File: src/rtl/ghr_controller.sv
// Speculative global-history manager for a gshare predictor: speculative history at fetch,
// per-branch checkpoints in an in-order FIFO, committed history at resolve, 1-cycle repair.
module ghr_controller #(
    parameter  int G_WIDTH = 9,
    parameter  int DEPTH   = 4,
    localparam int PTR_W   = $clog2(DEPTH)
) (
    input  logic               clk,
    input  logic               rst_n,
    input  logic               predValid,
    input  logic               predTaken,
    input  logic [G_WIDTH:0]   PC,
    output logic [G_WIDTH:0]   index,
    output logic               predReady,
    output logic [PTR_W-1:0]   predTag,
    input  logic               resValid,
    input  logic               resTaken,
    input  logic               resMispredict,
    input  logic               flush,
    output logic [G_WIDTH:0]   specHistory,
    output logic [G_WIDTH:0]   commitHistory,
    output logic [PTR_W:0]     inFlight
);

    typedef enum logic {RUN, RECOVER} state_e;

    localparam logic [PTR_W:0] FULL = (PTR_W + 1)'(DEPTH);

    state_e             state_q, state_d;
    logic [G_WIDTH:0]   spec_q, spec_d;
    logic [G_WIDTH:0]   commit_q, commit_d;
    logic [PTR_W-1:0]   head_q, head_d;
    logic [PTR_W-1:0]   tail_q, tail_d;
    logic [PTR_W:0]     cnt_q, cnt_d;

    // The history MSB is shifted out on every restore, so checkpoints keep only the low bits.
    logic [G_WIDTH-1:0] ckpt_q [DEPTH];

    logic accept, resolve, mispredict, recover, push;

    assign predReady  = (state_q == RUN) && (cnt_q < FULL);
    assign accept     = predValid && predReady;
    assign resolve    = resValid && (cnt_q != '0);
    assign mispredict = resolve && resMispredict;
    assign recover    = flush || mispredict;
    assign push       = accept && !recover;

    assign index         = PC ^ spec_q;
    assign predTag       = tail_q;
    assign specHistory   = spec_q;
    assign commitHistory = commit_q;
    assign inFlight      = cnt_q;

    // NOTE: every always_comb output gets a default first so no path leaves it unassigned (no latch).
    always_comb begin
        state_d  = state_q;
        spec_d   = spec_q;
        commit_d = commit_q;
        head_d   = head_q;
        tail_d   = tail_q;
        cnt_d    = cnt_q;

        if (resolve) begin
            commit_d = {commit_q[G_WIDTH-1:0], resTaken};
            head_d   = head_q + 1'b1;
        end

        if (flush) begin
            spec_d  = commit_d;
            head_d  = tail_q;
            cnt_d   = '0;
            state_d = RECOVER;
        end else if (mispredict) begin
            spec_d  = {ckpt_q[head_q], resTaken};
            head_d  = tail_q;
            cnt_d   = '0;
            state_d = RECOVER;
        end else begin
            state_d = RUN;
            if (accept) begin
                spec_d = {spec_q[G_WIDTH-1:0], predTaken};
                tail_d = tail_q + 1'b1;
            end
            // A simultaneous push and pop leaves the occupancy unchanged.
            unique case ({accept, resolve})
                2'b10:   cnt_d = cnt_q + 1'b1;
                2'b01:   cnt_d = cnt_q - 1'b1;
                default: cnt_d = cnt_q;
            endcase
        end
    end

    // NOTE: sequential state uses non-blocking assignments so all registers update together.
    always_ff @(posedge clk or negedge rst_n) begin
        if (!rst_n) begin
            state_q  <= RUN;
            spec_q   <= '0;
            commit_q <= '0;
            head_q   <= '0;
            tail_q   <= '0;
            cnt_q    <= '0;
        end else begin
            state_q  <= state_d;
            spec_q   <= spec_d;
            commit_q <= commit_d;
            head_q   <= head_d;
            tail_q   <= tail_d;
            cnt_q    <= cnt_d;
        end
    end

    // NOTE: checkpoint storage has no reset; entries are only read after being written.
    always_ff @(posedge clk) begin
        if (push) begin
            ckpt_q[tail_q] <= spec_q[G_WIDTH-1:0];
        end
    end

endmodule

File: config.mk
export PLATFORM = sky130hd
export DESIGN_NAME = ghr_controller
export DESIGN_NICKNAME = d
export VERILOG_FILES = /design/src/rtl/ghr_controller.sv
export SDC_FILE = /design/constraint.sdc
export NUM_CORES = 1
export LEC_CHECK = 0
export CAP_MARGIN = 30
export CELL_PAD_IN_SITES_DETAIL_PLACEMENT = 0
export CELL_PAD_IN_SITES_GLOBAL_PLACEMENT = 1
export CORE_MARGIN = 3
export CORE_UTILIZATION = 38
export DETAILED_ROUTE_END_ITERATION = 7
export MAX_ROUTING_LAYER = met4
export PLACE_DENSITY_LB_ADDON = 0.15
export RECOVER_POWER = 100
export REMOVE_ABC_BUFFERS = 1
export SLEW_MARGIN = 20
export SYNTH_ARGS = -nofsm -noshare
export SYNTH_HDL_FRONTEND = slang
export SYNTH_SLANG_ARGS = --single-unit
File: constraint.sdc
create_clock -name clk -period 2.1 [get_ports clk]
set_input_delay 0.21 -clock clk [delete_from_list [all_inputs] [get_ports clk]]
set_output_delay 0.21 -clock clk [all_outputs]
set_load 0.02 [all_outputs]
==> results.yml, run 1 <==
power_and_ir_drop:
  netSwitchingFraction_pct: 35.96
  p_per_area_nw_per_um2: 1356
  seqPwrFrac_pct: 39.0
  cellLeakagePower_nw: 1.553
  design_power_total_mw: 5.153
  ir_worst_vdd_mv: 0.6379
  p_sw_mw: 1.853
  clkPwrFrac_pct: 22.1
  intPower_mw: 3.300
  p_comb_share_pct: 38.8
timing:
  post-route-worst-setup-slack_ns: 0.09501
  fin_crit_sh_pct: 95.48
  worst_slew_pin_slew_ns: 0.7594
  setup-violations-final: 0
  hold_violations: 0
  drv_slew: 0
  skew_ns: 0.006982
  min_period_ns: 2.005
  rsz0062_at_grt: "false"
  maxSlewHeadroom_pct: 49.37
  max_freq_ghz: 0.4988
  hold_slack_ns: 0.4590
global_route:
  grt_max_degree: 29
  grt_overflow: 0
  grt_pass1_vias: 1900
  busiest_layer: "met2"
  grt_pass1_wl_um: 10630
  grtUsageMet3_pct: 5.250
  antenna_found_initial: 0
  grt_use_met2_pct: 27.62
  track_usage_pct: 17.40
  met1_usage_pct: 21.51
run_status:
  outcome: "finished, final reports clean"
run:
  maxCapViolations: 0
placed_design:
  dpl_cell_area_um2: 3643
  place_congestion: 0.7461
  portBuffers: 53
  dp_slack_ns: -0.06633
  hpwl_um: 4456
cts:
  numCtsBuffers: 9
  cts_buffer_depth: 2
  cts_resized: 0
  cts.htree.levels: 3
  clk_latency_ns: 0.34
  cts_sinks: 64
  tritoncts: "built"
  clk_pin_slew_ns: 0.07
  cts_root_buf: "clkbuf_8"
die:
  die_area_um2: 8477
  die_h_um: 92.07
  rows: 30
  die_w_um: 92.07
  core_area_um2: 6982
  initial_utilization_pct: 40.32
  io_pins: 54
critical_path:
  crit-reg2reg-launch: "inFlight[2]$_DFFE_PN0P_"
  r2r_cells: 7
  worstSetupStartpointType: "flip-flop"
  r2r_slack_ns: 0.1
  required_ns: 2.37
  worst-setup-path-type: "reg -> reg"
  arrival_ns: 2.27
  setup.worst_path.start: "inFlight[2]$_DFFE_PN0P_"
  r2r_end: "inFlight[2]$_DFFE_PN0P_"
  cp_max_fo: 6
  setup.worst_path.end_class: "flip-flop"
  crit_path_end: "inFlight[2]$_DFFE_PN0P_"
synthesis:
  yosysTopAreaCell: "edfxtp_1"
  synth.area.top_cells: "edfxtp_1 (38%), dfrtp_1 (25%), mux4_2 (7.2%)"
  ys_types: 37
  synth_edf_count: 36
  synthTopCellsByCount: "edfxtp_1 (36), dfrtp_1 (28), nand2_1 (25), a21oi_1 (13), xor2_1 (11)"
  netlist_area_um2: 2815
  yosysSeqAreaShare_pct: 63.29
  postSynthCellCount: 195
  synthDominantCellAreaShare_pct: 38.40
  synth_warnings: 0
  synth_most_common_cell: "edfxtp_1"
  async_flop_share_pct: 43.75
  synth_ff_type: "edfxtp_1"
  ys_seq_elements: 64
  syn_avg_cell_area_um2: 14.44
final_layout:
  finalNetCount: 299
  stdcell_area_um2: 3799
  final_layout_size_suffix_gt1_share_pct: 17.14
  diodes: 0
  area_growth_syn_to_layout_pct: 34.93
worst_hold_path:
  hold_class: "in -> async"
detailed_routing:
  detail_route.first_pass.iterations: 4
  avgRoutedWirePerCell_um: 17.63
  via_per_inst: 4.976
  drt_iter0_markers: 107
  drc_errors: 0
  vias: 1871
  ant_nets: 0
  wirelength_um: 6628
## power by group through the flow
stage | registers, mW | clock network [mW] | logic (mW)
after floorplan | 2.26 | 0 | 0.875
after global placement | 2.05 | 0 | 2.18
after detailed placement | 2.06 | 0 | 2.19
after CTS | 2.03 | 1.16 | 2.19
after global routing | 2.07 | 1.22 | 2.18
final | 2.01 | 1.14 | 2.00
## worst min-delay path by stage
stage / cells past startpoint / end / slack, ns
2_1_floorplan: 0 / commitHistory[0]$_DFF_PN0_ / -0.09
3_3_place_gp: 2 / commitHistory[3]$_DFF_PN0_ / 0.51
3_5_place_dp: 2 / commitHistory[4]$_DFF_PN0_ / 0.51
4_1_cts: 2 / commitHistory[9]$_DFF_PN0_ / 0.26
5_1_grt: 3 / commitHistory[0]$_DFF_PN0_ / 0.50
6_report: 2 / commitHistory[9]$_DFF_PN0_ / 0.46
## worst max-delay path: stages, from the launching register on
cell and delay (ns):
dfrtp_1 0.44, o31ai_2 0.25, inv_2 0.06, ha_1 0.22, fa_1 0.38, xnor2_1 0.14
or3_1 0.30, a21oi_1 0.14
## metal layers
metal	routed length, um	share of wire (%)	up-vias
met5	0	0	-
met1	2741	41	905
met2	3340	50	65
met4	111	1.7	0
li1	-	-	891
met3	434	6.5	10
## cell usage in the layout (no fill, tap or decap), types with 6 or more instances in the layout
| cell type | count |
|---|---|
| a21oi_1 | 13 |
| a221o_1 | 6 |
| buf_4 | 15 |
| clkbuf_1 | 6 |
| clkbuf_8 | 9 |
| clkdlybuf4s50_1 | 16 |
| dfrtp_1 | 28 |
| dlygate4sd3_1 | 37 |
| edfxtp_1 | 36 |
| mux4_2 | 9 |
| nand2_1 | 26 |
| nand3_1 | 6 |
| o21ai_0 | 6 |
| xor2_1 | 11 |
## per-stage QoR
step                util, %  cells  setup TNS, ns
finish                54.41    376              0
global route          54.41    376              0
CTS                   55.20    376              0
detailed placement    52.19    360       -0.06633
global placement      52.19    360       -0.05113
floorplan                 -    187         -3.400
## timing repair
action                                  in CTS  in global routing
endpoints found under the setup margin       0                  1
hold buffers                                 0                  0
buffers inserted                             0                  0
## registers in the layout, summed over array words and instances, names as in the netlist
| name | count |
|---|---|
| predTag | 2 |
| specHistory | 10 |
| inFlight | 3 |
| state_q | 1 |
| head_q | 2 |
| ckpt_q | 36 |
| commitHistory | 10 |
## cells by family after synthesis
logic type	share of synthesized area [%]
xor+xnor	4.044
buf+inv	2.533
mux	9.688
flops	63.29
fa+ha+maj	2.933
simple gates	8.534
compound gates	8.978
## layout make-up
cell class | instances | area (um^2)
fill | 619 | 3183
clock inverter | 6 | 82.58
tap | 96 | 120.1
sequential | 64 | 1782
clock buffer | 10 | 127.6
multi-input combinational | 118 | 955.9
timing repair buffer | 77 | 711.9
inverter | 5 | 18.77
No activity file was read; power rests on OpenSTA's default activity.
==> inputs of run 2 (changes only) <==
Settings changed: PLACE_DENSITY set to 0.81, PLACE_DENSITY_LB_ADDON 0.15 to not set.
Clock period 2.1 ns to 1.82 ns, I/O delays scaled along.
==> run 2 against run 1 <==
  * The flow now finishes with violations (negative setup slack)
  * Die area unchanged
  * Critical path depth stayed put
  * Critical endpoint unchanged
  * Clock power decreased by 6%
  * Largest cell class unchanged
==> results.yml, run 2 (synthesized netlist as in run 1, its figures left out) <==
run_status:
  outcome: "finished, violations left"
  violations: "negative setup slack"
critical_path:
  worst-setup-path-type: "reg -> reg"
  crit-reg2reg-launch: "inFlight[0]$_DFFE_PN0P_"
  worstSetupStartpointType: "flip-flop"
  cp_max_fo: 2
  cp_slowest_cell: "dfrtp_1"
  cpPeakStageDelay_ns: 0.41
  arrival_ns: 2.16
  crit_path_cell_trace: "o31ai_4 -> inv_2 -> ha_4 -> fa_2 -> xnor2_1 -> or3_1 -> a21oi_1"
  setup.worst_path.start: "inFlight[0]$_DFFE_PN0P_"
  required_ns: 2.08
  setup.worst_path.end_class: "flip-flop"
cts:
  clk_pin_slew_ns: 0.08
  hold_buffers: 0
  cts_root_buf: "clkbuf_8"
  clk_latency_ns: 0.34
  cts_sinks: 64
  cts_buffer_depth: 2
  cts.htree.levels: 3
  tritoncts: "built"
  numCtsBuffers: 9
placed_design:
  hpwl_um: 4406
  dp.cells: 365
  place_congestion: 0.7516
  portBuffers: 53
die:
  rows: 30
  die_w_um: 92.07
  io_pins: 54
  core_area_um2: 6982
  die_h_um: 92.07
  initial_utilization_pct: 40.32
  die_area_um2: 8477
final_layout:
  final_layout_size_suffix_gt1_share_pct: 27.93
  largest_register: "ckpt_q"
  largest_reg_flops: 36
  layout_common_cells: "clkdlybuf4s50_1 (44), edfxtp_1 (36), dfrtp_1 (27)"
  finalNetCount: 309
  area_growth_syn_to_layout_pct: 40.67
  final_util_pct: 56.72
  final_common_cell: "clkdlybuf4s50_1"
  finalNonFillerCells: 386
  diodes: 0
timing:
  setup-violations-final: 28
  worst_slew_pin_slew_ns: 0.7325
  skew_ns: 0.01089
  rsz0062_at_grt: "true"
  min_period_ns: 1.894
  hold_violations: 0
  drv_slew: 0
  fin_crit_sh_pct: 104.1
  post-route-worst-setup-slack_ns: -0.07449
  max_freq_ghz: 0.5278
  maxSlewHeadroom_pct: 51.17
worst_hold_path:
  hold_class: "in -> async"
global_route:
  grt_pass1_wl_um: 10560
  grt_max_degree: 29
  track_usage_pct: 16.89
  antenna_found_initial: 0
  grt_pass1_vias: 1986
  grt_overflow: 0
power_and_ir_drop:
  p_comb_share_pct: 43.3
  cellLeakagePower_nw: 1.622
  p_sw_mw: 2.239
  ir_worst_vdd_mv: 0.6088
  clkPwrFrac_pct: 17.7
  intPower_mw: 3.792
  seqPwrFrac_pct: 39.0
  netSwitchingFraction_pct: 37.13
  p_per_area_nw_per_um2: 1523
detailed_routing:
  detail_route.first_pass.iterations: 4
  ant_nets: 0
  avgRoutedWirePerCell_um: 17.17
  drc_errors: 0
  vias: 1950
  drt_iter0_markers: 97
  wirelength_um: 6628
  via_per_inst: 5.052
run:
  maxCapViolations: 0
## run 2: what timing repair did
action                                  in CTS  in global routing
gates resized for setup                     16                 26
pin swaps                                    5                 12
buffers inserted                             3                  2
gates cloned                                 0                  1
endpoints found under the setup margin      43                 50
## run 2: stage by stage
step           setup TNS (ns)  power [mW]  cell area, um^2  hold slack (ns)  setup WS (ns)
2_1_floorplan          -15.54       3.617             2763          -0.1136        -0.8080
4_1_cts              -0.07917       6.028             3886           0.2268       -0.07100
3_5_place_dp           -2.063       4.869             3643           0.5030        -0.3006
6_report               -1.144       6.030             3960           0.4208       -0.07449
5_1_grt                -3.959       6.374             3960           0.5008        -0.1418
3_3_place_gp           -1.309       4.817             3643           0.5062        -0.2961
## run 2: power groups by stage
stage,registers [mW],clock network (mW),logic [mW]
after floorplan,2.61,0,1.01
after global placement,2.35,0,2.47
after detailed placement,2.37,0,2.50
after CTS,2.36,1.09,2.58
after global routing,2.42,1.16,2.80
final,2.35,1.07,2.61
## run 2: critical path: cells and delay by family (launching register included)
family	cells	cell delay (ns)
adder cells (fa/ha/maj)	2	0.50
flip-flops	1	0.41
AND/OR/NAND/NOR	1	0.30
buffers and inverters	1	0.09
AO/OA/AOI/OAI	2	0.39
XOR/XNOR	1	0.13
## run 2: final timing paths
kind | slack, ns | endpoint | cells past startpoint
worst max-delay path | -0.07 | inFlight[2]$_DFFE_PN0P_ | 7
worst min-delay path | 0.42 | predTag[1]$_DFFE_PN0P_ | 2
worst max register to register | -0.07 | inFlight[2]$_DFFE_PN0P_ | 7
worst min register to register | 0.53 | commitHistory[3]$_DFF_PN0_ | 2
max in group asynchronous | 0.89 | inFlight[2]$_DFFE_PN0P_ | 2
min in group clk | 0.48 | commitHistory[0]$_DFF_PN0_ | 3
## run 2: metal layers
| metal | share of wire, % | GRT usage (%) | up-vias | wire [um] |
|---|---|---|---|---|
| met1 | 42 | 21.06 | 953 | 2812 |
| met5 | 0 | - | - | 0 |
| met2 | 50 | 27.62 | 75 | 3324 |
| met3 | 5.7 | 3.527 | 9 | 381 |
| met4 | 1.6 | 5.569 | 0 | 108 |
| li1 | - | - | 913 | - |
## run 2: cell type report
cell class	instances	area (um^2)
multi-input cells	119	1044
repair buffers	86	824.5
fillers	609	3022
well taps	96	120.1
inverters	5	18.77
clock buffers	9	123.9
clock inverters	7	46.29
flip-flops and latches	64	1783
